===== src/rtl/cga_intr_level_arbiter.sv =====
// CGA interrupt priority-level arbiter: PID/PIE/PIL registers and level-change handshake.
// Optional IRQ two-flop synchronizer enabled by CGA_INTR_IRQ_SYNC_EN.
module cga_intr_level_arbiter (
  input  logic        MCLK,
  input  logic        RESET,
  input  logic        LOGSN,
  input  logic [15:0] FIDB,
  input  logic        LDPID,
  input  logic        LDPIE,
  input  logic        WRPIL,
  input  logic [14:0] IRQ,
  input  logic        CLRPID,
  input  logic [3:0]  CLRLVL,
  input  logic        LVACK,
  output logic        LVREQ,
  output logic [3:0]  LVNEW,
  output logic [3:0]  PIL,
  output logic [15:0] PID,
  output logic [15:0] PIE,
  output logic        INTPEND
);

  typedef enum logic [1:0] {
    S_IDLE,
    S_REQ,
    S_HOLD
  } state_e;

  state_e      state_q, state_d;
  logic [15:0] pid_q, pid_d;
  logic [15:0] pie_q, pie_d;
  logic [3:0]  pil_q, pil_d;
  logic [3:0]  lvnew_q, lvnew_d;
  logic        lvreq_q, lvreq_d;

  logic [14:0] irq_eff;
  logic [15:0] irq_mask;
  logic [15:0] clr_mask;
  logic [15:0] pend;
  logic [3:0]  highest;
  logic        above;
  logic        cond;

`ifdef CGA_INTR_IRQ_SYNC_EN
  logic [14:0] sync1_q, sync1_d;
  logic [14:0] sync2_q, sync2_d;

  assign sync1_d = IRQ;
  assign sync2_d = sync1_q;

  always_ff @(posedge MCLK) begin
    if (RESET) begin
      sync1_q <= '0;
      sync2_q <= '0;
    end else begin
      sync1_q <= sync1_d;
      sync2_q <= sync2_d;
    end
  end

  assign irq_eff = sync2_q;
`else
  assign irq_eff = IRQ;
`endif

  // Bit 0 has no IRQ line and is never cleared by CLRPID.
  assign irq_mask = {irq_eff, 1'b0};

  always_comb begin
    clr_mask = '0;
    if (CLRPID) clr_mask[CLRLVL] = 1'b1;
    clr_mask[0] = 1'b0;
  end

  assign pend = pid_q & pie_q;

  always_comb begin
    highest = '0;
    for (int i = 1; i < 16; i++)
      if (pend[i]) highest = 4'(i);
  end

  assign above   = highest > pil_q;
  assign cond    = !LOGSN && above;
  assign INTPEND = above;

  always_comb begin
    pid_d = ((LDPID ? FIDB : pid_q) & ~clr_mask) | irq_mask;
    pie_d = LDPIE ? FIDB : pie_q;
  end

  always_ff @(posedge MCLK) begin
    if (RESET) state_q <= S_IDLE;
    else       state_q <= state_d;
  end

  always_comb begin
    state_d = state_q;
    unique case (state_q)
      S_IDLE: if (cond) state_d = S_REQ;
      S_REQ: begin
        if (LVACK)      state_d = S_HOLD;
        else if (LOGSN) state_d = S_IDLE;
      end
      S_HOLD: state_d = S_IDLE;
      default: state_d = S_IDLE;
    endcase
  end

  always_comb begin
    lvreq_d = state_d == S_REQ;
    lvnew_d = lvnew_q;
    pil_d   = pil_q;
    if (state_q == S_IDLE && cond) lvnew_d = highest;
    // An accepted level change overrides a concurrent PIL write.
    if (state_q == S_REQ && LVACK) pil_d = lvnew_q;
    else if (WRPIL)                pil_d = FIDB[11:8];
  end

  always_ff @(posedge MCLK) begin
    if (RESET) begin
      pid_q   <= '0;
      pie_q   <= '0;
      pil_q   <= '0;
      lvnew_q <= '0;
      lvreq_q <= 1'b0;
    end else begin
      pid_q   <= pid_d;
      pie_q   <= pie_d;
      pil_q   <= pil_d;
      lvnew_q <= lvnew_d;
      lvreq_q <= lvreq_d;
    end
  end

  assign LVREQ = lvreq_q;
  assign LVNEW = lvnew_q;
  assign PIL   = pil_q;
  assign PID   = pid_q;
  assign PIE   = pie_q;

endmodule


===== config.mk =====
export PLATFORM = sky130hd
export DESIGN_NAME = cga_intr_level_arbiter
export DESIGN_NICKNAME = d
export VERILOG_FILES = /design/src/rtl/cga_intr_level_arbiter.sv
export SDC_FILE = /design/constraint.sdc
export NUM_CORES = 1
export LEC_CHECK = 0
export CORE_ASPECT_RATIO = 0.6
export CORE_MARGIN = 2
export CORE_UTILIZATION = 46
export DETAILED_ROUTE_END_ITERATION = 7
export GPL_ROUTABILITY_DRIVEN = 0
export PLACE_DENSITY_LB_ADDON = 0.15
export SLEW_MARGIN = 20
export SYNTH_ARGS = -nofsm -noshare
export SYNTH_HDL_FRONTEND = slang
export SYNTH_SLANG_ARGS = --single-unit

===== constraint.sdc =====
create_clock -name MCLK -period 3.11 [get_ports MCLK]
set_input_delay 0.311 -clock MCLK [delete_from_list [all_inputs] [get_ports MCLK]]
set_output_delay 0.311 -clock MCLK [all_outputs]
set_load 0.01 [all_outputs]

==> impl_metrics.csv, run 1 <==
group,metric,value,unit
sta,finalSetupViolCount,0,
placed_design,place_ws,0.438,ns
synthesis,ys_top_cells_by_count,"nor2_1, dfxtp_1, mux2i_1",
global_routing,grt_pass1_vias,1840,
detailed_routing,viasPerCell,5.38,
sta,setup_tns,0,ns
finish,antenna_cells,0,
clock_network,cts_buffer_depth,2,
die,die_h,55.5,um
synthesis,syn_area,2030,um2
critical_path,critPathLaunch,"PID[7]",
sta,tightest_slew,0.486,ns
synthesis,post-synth-top-count-cell,"nor2_1",
finish,nFillCells,332,
global_routing,antenna_found_initial,0,
detailed_routing,drtIter0Drc,131,
clock_network,cts_hold_buf,0,
clock_network,cts_made_buffers,5,
sta,max_freq,0.337,GHz
critical_path,worstReg2RegStart,"PID[7]",
sta,hold_ws,0.479,ns
global_routing,grt_first_pass_wirelength,9540,um
critical_path,crit_path_max_fanout,4,
detailed_routing,dr.pass1.iters,5,
power_and_ir_drop,p_per_area,516,nW/um2
sta,drv_slew,0,
power_and_ir_drop,power,1580,uW
clock_network,clock_latency,0.31,ns
synthesis,synthesis.nets,274,
clock_network,clkTransAtPathRegs,0.09,ns
clock_network,cts_tree,"yes",
synthesis,yosysSeqAreaShare,0.424,
sta,period_share,0.953,
power_and_ir_drop,p_leak,0.00128,uW
finish,final_nets,359,
min_path,min_from,"state_q[1]",
synthesis,synth_edf_count,0,
clock_network,cts_root_buf,"clkbuf_8",
clock_network,cts.sinks,43,
die,rows,18,
global_routing,grt_usage,0.246,
power_and_ir_drop,p_clk_frac,0.333,
global_routing,grt_max_degree,24,
finish,multiInputGateArea,1120,um2
synthesis,synthArstFlopShare,0,
synthesis,synth.largest_area_cell,"dfxtp_1",
sta,maxSlewHeadroom,0.675,
run,timing.max_cap.violations,0,
critical_path,critPathArrivalTime,2.65,ns
synthesis,ys_seq_elements,43,
critical_path,worstPathRequired,2.80,ns
critical_path,slowest_stage,"clkdlybuf4s50_1",
die,initial_utilization,0.488,
power_and_ir_drop,p_int,1150,uW
detailed_routing,routedWlPerCell,16.0,um
power_and_ir_drop,ir_drop,0.287,mV
finish,regArea,861,um2
die,ios,85,
synthesis,synth_area_leaders,"dfxtp_1, mux2i_1, nor2_1",
clock_network,cts-htree-levels,2,
sta,fin_crit,2.96,ns
critical_path,crit_path_start_kind,"register",
power_and_ir_drop,pwr-share-comb,0.259,
die,coreArea,4170,um2
finish,synthToLayoutAreaGrowth,51.2,%
placed_design,hpwl,4550,um
synthesis,ys_warn_count,0,
critical_path,reg2reg_slack,0.79,ns
power_and_ir_drop,power.net_switching,433,uW
critical_path,cpPeakStageDelay,0.47,ns
global_routing,grt_overflow,0,
synthesis,synth_cells,227,
status,status,"complete, no violations",
finish,drive_gt1_frac,0.0447,
detailed_routing,vias,2005,
critical_path,critical_path_class,"register to output port",
detailed_routing,wl,5950,um
sta,finalHoldViolations,0,
critical_path,cp_cell_sequence,"a22o_1, a311oi_2, o21ai_1, ha_1, nor2b_1, o211a_1, o21a_2, clkdlybuf4s50_1",
synthesis,synth_cell_types,34,
detailed_routing,ant_nets,0,
synthesis,ys.flop_type,"dfxtp_1",
synthesis,yosys.area.top_type_share,0.424,
sta,rsz0062_at_grt,"no",
power_and_ir_drop,seqPwrFrac,0.408,
min_path,hp-class,"register to register",
power_and_ir_drop,p_sw_frac,0.274,
sta,finClkSkew,0.0114,ns
detailed_routing,drcViolationCount,0,
placed_design,io_buffer_count,84,
critical_path,setup.worst_path.end_class,"output port",
synthesis,post_synth.cell_area_avg,8.95,um2
die,die_area,4980,um2
sta,worst_slack,0.146,ns
die,die_width,89.8,um
==> critical path: cells and delay by family, from the launching register on <==
kind | cells | cell delay (ns)
AO/OA/AOI/OAI | 5 | 1.09
adder cells (fa/ha/maj) | 1 | 0.30
buffers and inverters | 1 | 0.47
flip-flops | 1 | 0.34
AND/OR/NAND/NOR | 1 | 0.14
==> cell type report <==
class | count | area share
Clock inverter | 2 | 0.0196
Tap cell | 60 | 0.0244
Timing Repair Buffer | 88 | 0.284
Sequential cell | 43 | 0.280
Clock buffer | 6 | 0.0236
Inverter | 4 | 0.00489
Multi-Input combinational cell | 170 | 0.364
==> cells in the final DEF, fill, tap and decap left out, drive strengths merged <==
cell and count:
a211oi 6, a21o 1, a21oi 11, a22o 5, a22oi 3, a311oi 2
a31oi 5, a32o 1, a32oi 1, and2 1, and3 2, and3b 2
buf 4, bufinv 2, clkbuf 6, clkdlybuf4s50 84, dfxtp 43, ha 4
inv 4, mux2i 39, nand2 9, nand2b 1, nand3 1, nand3b 1
nand4 1, nor2 58, nor2b 4, nor3 1, nor3b 1, nor4 2
o211a 2, o211ai 2, o21a 1, o21ai 3
==> layer usage <==
layer,share of wire,GRT usage,routed length [um],vias up
li1,-,-,-,977
met1,0.51,0.375,3050,932
met2,0.39,0.326,2350,89
met3,0.082,0.0723,486,7
met4,0.010,0.0813,62,0
met5,0,0,0,-
==> sequential cells by signal (all words and copies together), names as in the netlist <==
register and count:
LVREQ 1, PID 16, PIL 4, PIE 16, state_q 2, LVNEW 4
==> power groups by stage <==
stage               clock network (uW)  logic (uW)  registers, uW
global route                       548         445            653
detailed placement                   0         405            657
finish                             527         410            646
CTS                                528         408            645
floorplan                            0         187            667
global placement                     0         403            654
==> per-stage QoR <==
step	cell area, um2	std cells	utilization
after floorplan	2030	227	-
after global placement	2930	365	0.704
after detailed placement	2930	365	0.704
after CTS	3070	373	0.736
after global routing	3070	373	0.737
final	3070	373	0.737
==> repair_timing <==
action                                  4_1_cts  5_1_grt
gates resized for setup                       0        1
setup buffers                                 0        0
endpoints found under the setup margin        0        1
==> final timing paths <==
path / cells past startpoint / to
setup / recovery: 8 / INTPEND
hold / removal: 1 / LVREQ
setup reg to reg: 8 / LVNEW[3]
hold reg to reg: 1 / LVREQ
==> cells by family after synthesis <==
family,Yosys count,synth area share
AOI/OAI and AO/OA,43,0.151
muxes,39,0.192
and+or+nand+nor,84,0.179
buffers and inverters,14,0.0296
adders and majority gates,4,0.0246
DFF,43,0.424
No activity file was read; power rests on OpenSTA's default activity.
==> run 2: changes to the inputs <==
--- a/config.mk
+++ b/config.mk
@@ -5,6 +5,7 @@
 export SDC_FILE = /design/constraint.sdc
 export NUM_CORES = 1
 export LEC_CHECK = 0
+export CAP_MARGIN = 20
 export CORE_ASPECT_RATIO = 0.6
 export CORE_MARGIN = 2
 export CORE_UTILIZATION = 46
==> results of run 2 <==
The final DEF is identical to that of run 1; final timing and power are the same.
==> run 3: changes to the inputs <==
--- a/config.mk
+++ b/config.mk
@@ -7,7 +7,7 @@
 export LEC_CHECK = 0
 export CAP_MARGIN = 20
 export CORE_ASPECT_RATIO = 0.6
-export CORE_MARGIN = 2
+export CORE_MARGIN = 1.5
 export CORE_UTILIZATION = 46
 export DETAILED_ROUTE_END_ITERATION = 7
 export GPL_ROUTABILITY_DRIVEN = 0
==> impl_metrics.csv, run 3 (synthesized netlist as in run 1, its figures left out) <==
group,metric,value,unit
detailed_routing,drtIter0Drc,85,
power_and_ir_drop,p_leak,0.00125,uW
critical_path,cpPeakStageDelay,0.48,ns
critical_path,critPathLaunch,"PID[3]",
finish,antenna_cells,0,
clock_network,cts_hold_buf,0,
critical_path,critPathArrivalTime,2.67,ns
detailed_routing,viasPerCell,5.32,
finish,drive_gt1_frac,0.0385,
die,die_area,4840,um2
global_routing,grt_pass1_vias,1847,
sta,rsz0062_at_grt,"no",
sta,drv_slew,0,
global_routing,grt_first_pass_wirelength,9070,um
critical_path,crit_path_max_fanout,4,
clock_network,cts_buffer_depth,2,
min_path,hp-class,"register to register",
clock_network,clkTransAtPathRegs,0.08,ns
status,status,"complete, no violations",
power_and_ir_drop,p_per_area,464,nW/um2
die,die_h,54.5,um
sta,fin_crit,2.98,ns
critical_path,critical_path_class,"register to output port",
global_routing,grt_overflow,0,
clock_network,cts_resized,0,
detailed_routing,ant_nets,0,
sta,setup_tns,0,ns
critical_path,worstPathRequired,2.80,ns
clock_network,cts.sinks,43,
critical_path,cp_cell_sequence,"a22o_1, a311oi_1, o21ai_1, ha_1, nor2b_1, o211a_1, o21a_2, clkdlybuf4s50_1",
clock_network,post_cts_buffers,0,
placed_design,dp_cells,364,
sta,maxSlewHeadroom,0.576,
sta,max_freq,0.335,GHz
die,rows,18,
global_routing,grt_max_degree,44,
run,timing.max_cap.violations,0,
power_and_ir_drop,ir_drop,0.202,mV
finish,layout_common_cells,"clkdlybuf4s50_1, nor2_1, dfxtp_1, mux2i_1, a21oi_1",
die,initial_utilization,0.488,
placed_design,io_buffer_count,84,
die,die_width,88.8,um
detailed_routing,dr.pass1.iters,4,
critical_path,worstReg2RegStart,"PID[3]",
detailed_routing,routedWlPerCell,15.8,um
critical_path,setup.worst_path.end_class,"output port",
clock_network,cts_made_buffers,5,
clock_network,cts_tree,"yes",
finish,layout.cells.non_filler,372,
die,coreArea,4170,um2
clock_network,clock_latency,0.29,ns
global_routing,grt_usage,0.258,
detailed_routing,vias,1978,
finish,final_nets,358,
sta,finalSetupViolCount,0,
die,ios,85,
min_path,min_from,"state_q[1]",
finish,postLayoutCoreUtil,0.723,
detailed_routing,drcViolationCount,0,
critical_path,crit_path_start_kind,"register",
sta,tightest_slew,0.635,ns
clock_network,cts-htree-levels,2,
placed_design,hpwl,4560,um
sta,period_share,0.959,
global_routing,antenna_found_initial,0,
sta,finalHoldViolations,0,
clock_network,cts_root_buf,"clkbuf_8",
sta,finClkSkew,0.00588,ns
finish,nFillCells,340,
critical_path,slowest_stage,"clkdlybuf4s50_1",
detailed_routing,wl,5900,um
finish,synthToLayoutAreaGrowth,48.2,%
finish,layout_commonest_cell,"clkdlybuf4s50_1",
## run 3: worst paths after layout
path         cells after the start  slack (ns)       end
min                              1        0.48     LVREQ
max reg2reg                      8        0.81  LVNEW[3]
min reg2reg                      1        0.48     LVREQ
max                              8        0.13   INTPEND
## run 3: worst max-delay path: cells and delay by family (launching register included)
family                     cells  cell delay [ns]
adders and majority gates      1             0.32
DFF                            1             0.34
and+or+nand+nor                1             0.15
AOI/OAI and AO/OA              5             1.10
buffers and inverters          1             0.48
## run 3: cell type report
type | count | area (um2) | share of cell area
multi-input combinational | 170 | 1110 | 0.369
sequential | 43 | 861 | 0.286
tap | 60 | 75.1 | 0.0249
inverter | 4 | 15.0 | 0.00499
timing repair buffer | 87 | 863 | 0.287
clock buffer | 6 | 72.6 | 0.0241
clock inverter | 2 | 12.5 | 0.00416
## run 3: per-layer routing
layer / up-vias / wire length [um] / track usage
met1: 907 / 2890 / 0.363
li1: 975 / - / -
met3: 6 / 615 / 0.0860
met4: 0 / 51 / 0.0781
met2: 90 / 2340 / 0.375
met5: - / 0 / 0
## run 3: through the flow
stage | area (um2) | worst slack (ns) | hold slack, ns | power (uW)
detailed placement | 2930 | 0.430 | 0.465 | 1070
global placement | 2930 | 0.508 | 0.465 | 1060
floorplan | 2030 | 0.966 | 0.390 | 854
CTS | 3010 | 0.0928 | 0.479 | 1410
finish | 3010 | 0.127 | 0.481 | 1400
global route | 3010 | 0.00969 | 0.519 | 1470
## run 3: report_power, final
group	switching, uW	internal, uW	total (uW)
sequential	45.5	599	644
combinational	181	230	411
clock	186	157	343
total	412	985	1400
